### src/rtl/mips_multicycle_ctrl.sv
// Main control FSM for the multicycle MIPS datapath. It adds a memory-ready stall
// handshake, a retired-instruction counter and a debug readout of the current state.
module mips_multicycle_ctrl #(
    parameter int CNT_W = 32
) (
    input  logic             clk,
    input  logic             reset,
    input  logic [5:0]       op,
    input  logic [5:0]       funct,
    input  logic             zero,
    input  logic             memready,
    output logic             pcen,
    output logic             irwrite,
    output logic             regwrite,
    output logic             alusrca,
    output logic             iord,
    output logic             memtoreg,
    output logic             regdst,
    output logic [1:0]       alusrcb,
    output logic [1:0]       pcsrc,
    output logic [3:0]       alucontrol,
    output logic             memread,
    output logic             memwrite,
    output logic [3:0]       state,
    output logic [CNT_W-1:0] instret
);

    typedef enum logic [3:0] {
        FETCH   = 4'd0,  DECODE  = 4'd1,  MEMADR  = 4'd2,  MEMRD   = 4'd3,
        MEMWB   = 4'd4,  MEMWR   = 4'd5,  RTYPEEX = 4'd6,  RTYPEWB = 4'd7,
        BEQEX   = 4'd8,  BNEEX   = 4'd9,  ADDIEX  = 4'd10, ADDIWB  = 4'd11,
        JEX     = 4'd12
    } state_t;

    localparam logic [5:0] OP_RTYPE = 6'b000000;
    localparam logic [5:0] OP_LW    = 6'b100011;
    localparam logic [5:0] OP_SW    = 6'b101011;
    localparam logic [5:0] OP_BEQ   = 6'b000100;
    localparam logic [5:0] OP_BNE   = 6'b000101;
    localparam logic [5:0] OP_ADDI  = 6'b001000;
    localparam logic [5:0] OP_J     = 6'b000010;

    // Returns {supported, alu_op}; unsupported functs decode as NOPs.
    function automatic logic [4:0] rtype_alu(input logic [5:0] f);
        case (f)
            6'b100000: rtype_alu = {1'b1, 4'b0010};
            6'b100010: rtype_alu = {1'b1, 4'b0110};
            6'b100100: rtype_alu = {1'b1, 4'b0000};
            6'b100101: rtype_alu = {1'b1, 4'b0001};
            6'b101010: rtype_alu = {1'b1, 4'b0111};
            default:   rtype_alu = {1'b0, 4'b0010};
        endcase
    endfunction

    state_t           state_r, next_state_s;
    logic [CNT_W-1:0] instret_r;
    logic             pcwrite_s, irwrite_s, regwrite_s, memread_s, memwrite_s;
    logic             branch_eq_s, branch_ne_s, retire_s;
    logic [4:0]       rtype_s;

    assign rtype_s = rtype_alu(funct);

    // State register; reset drops any partially executed instruction.
    always_ff @(posedge clk or negedge reset) begin
        if (!reset) begin
            state_r <= FETCH;
        end else begin
            state_r <= next_state_s;
        end
    end

    // Retired-instruction counter, wraps naturally.
    always_ff @(posedge clk or negedge reset) begin
        if (!reset) begin
            instret_r <= '0;
        end else if (retire_s) begin
            instret_r <= instret_r + CNT_W'(1);
        end else begin
            instret_r <= instret_r;
        end
    end

    // Next-state and Moore control decode.
    always_comb begin
        next_state_s = FETCH;
        pcwrite_s    = 1'b0;
        irwrite_s    = 1'b0;
        regwrite_s   = 1'b0;
        memread_s    = 1'b0;
        memwrite_s   = 1'b0;
        branch_eq_s  = 1'b0;
        branch_ne_s  = 1'b0;
        retire_s     = 1'b0;
        alusrca      = 1'b0;
        iord         = 1'b0;
        memtoreg     = 1'b0;
        regdst       = 1'b0;
        alusrcb      = 2'b00;
        pcsrc        = 2'b00;
        alucontrol   = 4'b0010;
        case (state_r)
            FETCH: begin
                memread_s = 1'b1;
                alusrcb   = 2'b01;
                if (memready) begin
                    irwrite_s    = 1'b1;
                    pcwrite_s    = 1'b1;
                    next_state_s = DECODE;
                end else begin
                    next_state_s = FETCH;
                end
            end
            DECODE: begin
                alusrcb = 2'b11;
                case (op)
                    OP_LW, OP_SW: next_state_s = MEMADR;
                    OP_RTYPE:     next_state_s = rtype_s[4] ? RTYPEEX : FETCH;
                    OP_BEQ:       next_state_s = BEQEX;
                    OP_BNE:       next_state_s = BNEEX;
                    OP_ADDI:      next_state_s = ADDIEX;
                    OP_J:         next_state_s = JEX;
                    default:      next_state_s = FETCH;
                endcase
            end
            MEMADR: begin
                alusrca      = 1'b1;
                alusrcb      = 2'b10;
                next_state_s = (op == OP_LW) ? MEMRD : MEMWR;
            end
            MEMRD: begin
                iord         = 1'b1;
                memread_s    = 1'b1;
                next_state_s = memready ? MEMWB : MEMRD;
            end
            MEMWB: begin
                memtoreg   = 1'b1;
                regwrite_s = 1'b1;
                retire_s   = 1'b1;
            end
            MEMWR: begin
                iord       = 1'b1;
                memwrite_s = 1'b1;
                if (memready) begin
                    retire_s     = 1'b1;
                    next_state_s = FETCH;
                end else begin
                    next_state_s = MEMWR;
                end
            end
            RTYPEEX: begin
                alusrca      = 1'b1;
                alucontrol   = rtype_s[3:0];
                next_state_s = RTYPEWB;
            end
            RTYPEWB: begin
                regdst     = 1'b1;
                regwrite_s = 1'b1;
                retire_s   = 1'b1;
            end
            BEQEX, BNEEX: begin
                alusrca     = 1'b1;
                alucontrol  = 4'b0110;
                pcsrc       = 2'b01;
                branch_eq_s = (state_r == BEQEX);
                branch_ne_s = (state_r == BNEEX);
                retire_s    = 1'b1;
            end
            ADDIEX: begin
                alusrca      = 1'b1;
                alusrcb      = 2'b10;
                next_state_s = ADDIWB;
            end
            ADDIWB: begin
                regwrite_s = 1'b1;
                retire_s   = 1'b1;
            end
            JEX: begin
                pcsrc     = 2'b10;
                pcwrite_s = 1'b1;
                retire_s  = 1'b1;
            end
            default: next_state_s = FETCH;
        endcase
    end

    // Strobes are held low for as long as reset is asserted.
    assign pcen     = reset & (pcwrite_s | (branch_eq_s & zero) | (branch_ne_s & ~zero));
    assign irwrite  = reset & irwrite_s;
    assign regwrite = reset & regwrite_s;
    assign memread  = reset & memread_s;
    assign memwrite = reset & memwrite_s;
    assign state    = state_r;
    assign instret  = instret_r;

endmodule

### config.mk
export PLATFORM = sky130hd
export DESIGN_NAME = mips_multicycle_ctrl
export DESIGN_NICKNAME = d
export VERILOG_FILES = /design/src/rtl/mips_multicycle_ctrl.sv
export SDC_FILE = /design/constraint.sdc
export NUM_CORES = 1
export LEC_CHECK = 0
export BUFFER_PORTS_ARGS = -buffer_cell sky130_fd_sc_hd__buf_2
export CAP_MARGIN = 20
export CORE_ASPECT_RATIO = 1.4
export CORE_MARGIN = 10
export CORE_UTILIZATION = 46
export DETAILED_ROUTE_END_ITERATION = 8
export PLACE_DENSITY = 0.76
export SKIP_CTS_REPAIR_TIMING = 1
export SYNTH_ARGS = -nofsm -noshare
export SYNTH_HDL_FRONTEND = slang
export SYNTH_SLANG_ARGS = --single-unit
### constraint.sdc
create_clock -name clk -period 2 [get_ports clk]
set_input_delay 0.4 -clock clk [delete_from_list [all_inputs] [get_ports clk]]
set_output_delay 0.4 -clock clk [all_outputs]
set_load 0.1 [all_outputs]
==> impl_metrics.tcl, run 1 <==
set metrics [dict create \
    grt-ovfl-total 0 \
    crit_chain "nor2b_4 > buf_6 > nand3_4 > or4b_4 > buf_12" \
    ys.warnings.count 0 \
    clock_latency_ns 0.29 \
    cts_tree "built" \
    slew_violations 0 \
    yosysSeqAreaShare 0.422 \
    initialDrtViolationCount 171 \
    grt_max_degree 26 \
    intPower_w 0.00119 \
    fmax_mhz 456 \
    grt_pass1_vias 2136 \
    syn_inst 226 \
    path_max_fanout 5 \
    period_needed_ns 2.19 \
    synth_top_flop_cell "dfrtp_1" \
    placeableCoreArea_um2 4500 \
    cp.arrival_ns 1.79 \
    cp.required_ns 1.60 \
    p_per_area_nw_per_um2 539 \
    cap_violations 0 \
    pwr-share-clk 0.244 \
    drc 0 \
    cts_num_sinks 36 \
    r2r-end "instret[22]$_DFFE_PN0P_" \
    cpLargestDelayFamily "simple AND/OR/NAND/NOR gates" \
    totalPowerFinal_w 0.00196 \
    worst-path-stages 5 \
    cts_buffer_depth 2 \
    io_pins 69 \
    p_leak_nw 1.54 \
    syn-cell-area_um2 2140 \
    worst-path-buf-inv 2 \
    pre_cts_ws_ns -0.0669 \
    fill_cells 313 \
    finalClockSkew_ns 0.00678 \
    synth_top_cell_by_area "dfrtp_1" \
    ys_async_sr_fraction 1.00 \
    synth_cell_types 49 \
    p_seq_frac 0.420 \
    layout-drive-gt1-share 0.576 \
    die-area_um2 7810 \
    vias_per_cell 5.45 \
    antenna_cells_inserted 0 \
    syn_to_final_growth_pct 70.7 \
    crit_path_max_incr_delay_ns 0.51 \
    critPathLaunchType "register" \
    finalSetupViolCount 19 \
    hpwlAfterDp_um 5150 \
    ir_drop_uv 1250 \
    hold_viol_final 0 \
    crit_slowest_cell "dfrtp_4" \
    start_util 0.475 \
    endpoint_kind "output port" \
    clkTransAtPathRegs_ns 0.07 \
    ff2ff_setup_slack_ns -0.12 \
    status "finished, violations left" \
    fin_crit_sh 1.10 \
    numCtsBuffers 5 \
    share_comb_of_total_power 0.335 \
    drt-wirelength-per-cell_um 18.2 \
    grt_pass1_wl_um 10500 \
    violations "setup timing" \
    grt_antenna_before_repair 0 \
    die_h_um 101 \
    p_sw_frac 0.394 \
    synth_top_area_share 0.422 \
    gp_congestion 0.854 \
    vias 2191 \
    rsz0062_at_grt "true" \
    synth_edf_count 0 \
    syn_nets 243 \
    die_x_um 77.6 \
    syn_area_per_cell_um2 9.46 \
    p_sw_w 0.000774 \
    crit_type "reg2out" \
    port_buffers 67 \
    gr-usage-all-layers 0.164 \
    hp-class "in2async" \
    htreeDepth 2 \
    r2r-start "state[3]$_DFF_PN0_" \
    ant_nets 0 \
    reg2reg_depth 5 \
    nNetsFinal 356 \
    final_cell_mix "buf_2, buf_4, xnor2_1, dfrtp_2, buf_12" \
    fp-row-count 29 \
    root_buffer "clkbuf_8" \
    synthTopCellsByArea "dfrtp_1, xnor2_1, nand4_1" \
    totalWireLength_um 7330 \
    timing.final.ws_setup_ns -0.192 \
    synth.ff_latch_count 36 \
    layout_commonest_cell "buf_2" \
    dr.pass1.iters 4 \
]
how the worst max path moves through the flow:
stage	startpoint	endpoint	slack (ns)
floorplan	state[3]$_DFF_PN0_	irwrite	-0.73
global placement	state[3]$_DFF_PN0_	instret[26]$_DFFE_PN0P_	-0.02
detailed placement	state[3]$_DFF_PN0_	instret[22]$_DFFE_PN0P_	-0.07
CTS	state[3]$_DFF_PN0_	alucontrol[1]	-0.32
global route	state[3]$_DFF_PN0_	alucontrol[1]	-0.24
finish	state[3]$_DFF_PN0_	alucontrol[1]	-0.19
layout make-up:
| type | instances | area (um2) | area share |
|---|---|---|---|
| repair buffers | 116 | 1040 | 0.285 |
| inverters | 7 | 30.0 | 0.00823 |
| flip-flops and latches | 36 | 958 | 0.263 |
| multi-input cells | 173 | 1460 | 0.401 |
| well taps | 62 | 77.6 | 0.0213 |
| clock buffers | 8 | 80.1 | 0.0220 |
logic make-up after synthesis:
logic type,count (synthesis),share of synthesized area
compound gates,31,0.101
xor+xnor,33,0.135
fa+ha+maj,1,0.00585
buf+inv,17,0.0439
flops,36,0.422
mux,2,0.00937
other cells,1,0.00175
simple gates,105,0.282
worst reg2reg max path, cell delays in order, from the launching register on:
cell and delay [ns]:
dfrtp_4 0.51, o21bai_2 0.22, a311o_4 0.41, or4_4 0.61, nor2_4 0.12, xor2_1 0.17
synth_stat cells (2+ instances only):
master,count
dfrtp_1,36
xnor2_1,27
nand2_1,20
nor2_1,14
nand4_1,13
nor3_1,12
nand3_1,11
a21oi_1,9
and3_1,7
inv_1,7
o21ai_0,7
xor2_1,6
clkbuf_1,5
nor2b_1,4
nor3b_1,4
and2_1,3
buf_6,3
buf_4,2
mux2i_1,2
nor2_2,2
nor4_1,2
o211ai_1,2
or4b_2,2
per-layer routing:
metal | GRT usage | routed length (um) | share of wire | vias up
li1 | - | - | - | 1031
met1 | 0.169 | 2580 | 0.35 | 1079
met2 | 0.308 | 4240 | 0.58 | 71
met3 | 0.0366 | 369 | 0.050 | 10
met4 | 0.0676 | 142 | 0.019 | 0
met5 | 0 | 0 | 0 | -
through the flow:
| stage | std cells | area [um2] | hold slack (ns) | utilization | setup TNS [ns] |
|---|---|---|---|---|---|
| 3_5_place_dp | 377 | 3280 | 0.278 | 0.729 | -0.199 |
| 5_1_grt | 402 | 3650 | 0.195 | 0.811 | -3.41 |
| 6_report | 402 | 3650 | 0.173 | 0.811 | -1.48 |
| 3_3_place_gp | 377 | 3280 | 0.273 | 0.729 | -0.0156 |
| 4_1_cts | 385 | 3360 | -0.0237 | 0.747 | -2.26 |
| 2_1_floorplan | 226 | 2550 | 0.104 | - | -8.16 |
registers in the layout, indices dropped and copies added (netlist names):
signal and count:
instret 32, state 4
power by group through the flow:
stage,Clock (W),Sequential [W],Combinational (W)
after CTS,0.000494,0.000823,0.000630
after detailed placement,0,0.000837,0.000630
after global placement,0,0.000832,0.000620
after global routing,0.000523,0.000832,0.000692
final,0.000480,0.000826,0.000659
after floorplan,0,0.00108,0.000211
Note: power is estimated with default switching activity, not from simulation.
==> inputs of run 2 (changes only) <==
--- a/config.mk
+++ b/config.mk
@@ -7,11 +7,13 @@
 export LEC_CHECK = 0
 export BUFFER_PORTS_ARGS = -buffer_cell sky130_fd_sc_hd__buf_2
 export CAP_MARGIN = 20
+export CELL_PAD_IN_SITES_DETAIL_PLACEMENT = 1
+export CELL_PAD_IN_SITES_GLOBAL_PLACEMENT = 1
 export CORE_ASPECT_RATIO = 1.4
 export CORE_MARGIN = 10
-export CORE_UTILIZATION = 46
+export CORE_UTILIZATION = 34
 export DETAILED_ROUTE_END_ITERATION = 8
-export PLACE_DENSITY = 0.76
+export PLACE_DENSITY_LB_ADDON = 0.1
 export SKIP_CTS_REPAIR_TIMING = 1
 export SYNTH_ARGS = -nofsm -noshare
 export SYNTH_HDL_FRONTEND = slang
==> impl_metrics.tcl, run 2 (same netlist as run 1, synthesis figures left out) <==
set metrics [dict create \
    port_buffers 67 \
    crit_chain "nor2b_4 > nand3_4 > or4b_4 > buf_12" \
    start_util 0.346 \
    share_comb_of_total_power 0.335 \
    grt_pass1_vias 2287 \
    p_sw_frac 0.396 \
    grt_max_degree 20 \
    finish.instance_area_um2 3690 \
    nNetsFinal 356 \
    placeableCoreArea_um2 6170 \
    htreeDepth 2 \
    fmax_mhz 447 \
    violations "setup timing" \
    cts_num_sinks 36 \
    drt-wirelength-per-cell_um 18.8 \
    grt_antenna_before_repair 0 \
    gr-usage-all-layers 0.142 \
    dp.cells 388 \
    clock_latency_ns 0.29 \
    p_seq_frac 0.404 \
    drc 0 \
    fin_crit_sh 1.12 \
    reg2reg_depth 6 \
    io_pins 69 \
    finalClockSkew_ns 0.00725 \
    cp.required_ns 1.60 \
    fin_cells 412 \
    ff_latch_area_um2 958 \
    die-area_um2 9900 \
    dr.pass1.iters 4 \
    p_leak_nw 1.59 \
    layout_commonest_cell "buf_2" \
    period_needed_ns 2.24 \
    cts_buffer_depth 2 \
    crit_path_max_incr_delay_ns 0.52 \
    p_sw_w 0.000810 \
    hpwlAfterDp_um 5560 \
    ir_drop_uv 957 \
    vias_per_cell 5.23 \
    cpLargestDelayFamily "simple AND/OR/NAND/NOR gates" \
    initialDrtViolationCount 63 \
    layout-drive-gt1-share 0.579 \
    hold_viol_final 0 \
    r2r-end "instret[22]$_DFFE_PN0P_" \
    pre_cts_ws_ns -0.158 \
    ant_nets 0 \
    gp_congestion 0.807 \
    numCtsBuffers 5 \
    endpoint "alucontrol[1]" \
    rsz0062_at_grt "true" \
    grt-ovfl-total 0 \
    cap_violations 0 \
    worst-path-stages 4 \
    largest_reg_flops 32 \
    pwr-share-clk 0.261 \
    intPower_w 0.00124 \
    slew_violations 0 \
    grt_pass1_wl_um 11600 \
    fill_cells 671 \
    placed_area_um2 3290 \
    syn_to_final_growth_pct 72.6 \
    r2r-start "state[3]$_DFF_PN0_" \
    die_x_um 87.0 \
    crit_slowest_cell "dfrtp_4" \
    status "finished, violations left" \
    cp-startpoint "state[0]$_DFF_PN0_" \
    timing.final.ws_setup_ns -0.236 \
    cts_tree "built" \
    fp-row-count 34 \
    root_buffer "clkbuf_8" \
    worst-path-buf-inv 1 \
    clkTransAtPathRegs_ns 0.08 \
    endpoint_kind "output port" \
    final_cell_mix "buf_2, buf_4, xnor2_1, buf_12, dfrtp_2" \
    multi_input_area_um2 1460 \
    crit_type "reg2out" \
    p_per_area_nw_per_um2 554 \
    finalSetupViolCount 16 \
    hp-class "in2async" \
    die_h_um 114 \
    path_max_fanout 3 \
    critPathLaunchType "register" \
    antenna_cells_inserted 0 \
    vias 2154 \
    ff2ff_setup_slack_ns -0.17 \
    cp.arrival_ns 1.84 \
    totalWireLength_um 7740 \
    totalPowerFinal_w 0.00205 \
]
[run 2: power by group through the flow]
stage	logic, W	registers, W	clock network (W)
after floorplan	0.000211	0.00108	0
after global placement	0.000624	0.000838	0
after detailed placement	0.000632	0.000838	0
after CTS	0.000637	0.000825	0.000547
after global routing	0.000724	0.000834	0.000582
final	0.000686	0.000825	0.000534
[run 2: final cells by class]
type                            count  area share
Timing Repair Buffer              116       0.286
Inverter                            7     0.00950
Sequential cell                    36       0.260
Clock buffer                        6      0.0224
Clock inverter                      2     0.00271
Multi-Input combinational cell    173       0.396
Tap cell                           72      0.0244
[run 2: worst min path at each step]
stage / to / depth (start not counted) / slack [ns] / from
2_1_floorplan: instret[0]$_DFFE_PN0P_ / 0 / 0.10 / reset
3_3_place_gp: state[1]$_DFF_PN0_ / 1 / 0.31 / reset
3_5_place_dp: state[1]$_DFF_PN0_ / 1 / 0.32 / reset
4_1_cts: state[1]$_DFF_PN0_ / 1 / 0.01 / reset
5_1_grt: instret[11]$_DFFE_PN0P_ / 1 / 0.02 / reset
6_report: instret[11]$_DFFE_PN0P_ / 1 / 0.007 / reset
[run 2: per-layer routing]
layer	global-route usage	vias to the layer above	part of all wire
li1	-	1034	-
met4	0.0401	0	0.016
met3	0.0307	8	0.035
met2	0.266	45	0.57
met5	0	-	0
met1	0.152	1067	0.37
[run 2: stage by stage]
stage | TNS, ns | utilization | hold WS (ns)
final | -1.88 | 0.598 | 0.00687
after global routing | -3.35 | 0.598 | 0.0204
after CTS | -2.94 | 0.548 | 0.0131
after detailed placement | -0.615 | 0.533 | 0.317
after global placement | -0.115 | 0.533 | 0.312
after floorplan | -8.16 | - | 0.104
[run 2: worst reg2reg max path, cell delays in order (launching register included)]
cell	delay, ns
dfrtp_4	0.49
o21bai_2	0.24
a311o_4	0.36
or4_4	0.62
buf_12	0.17
nor2_4	0.07
xor2_1	0.15
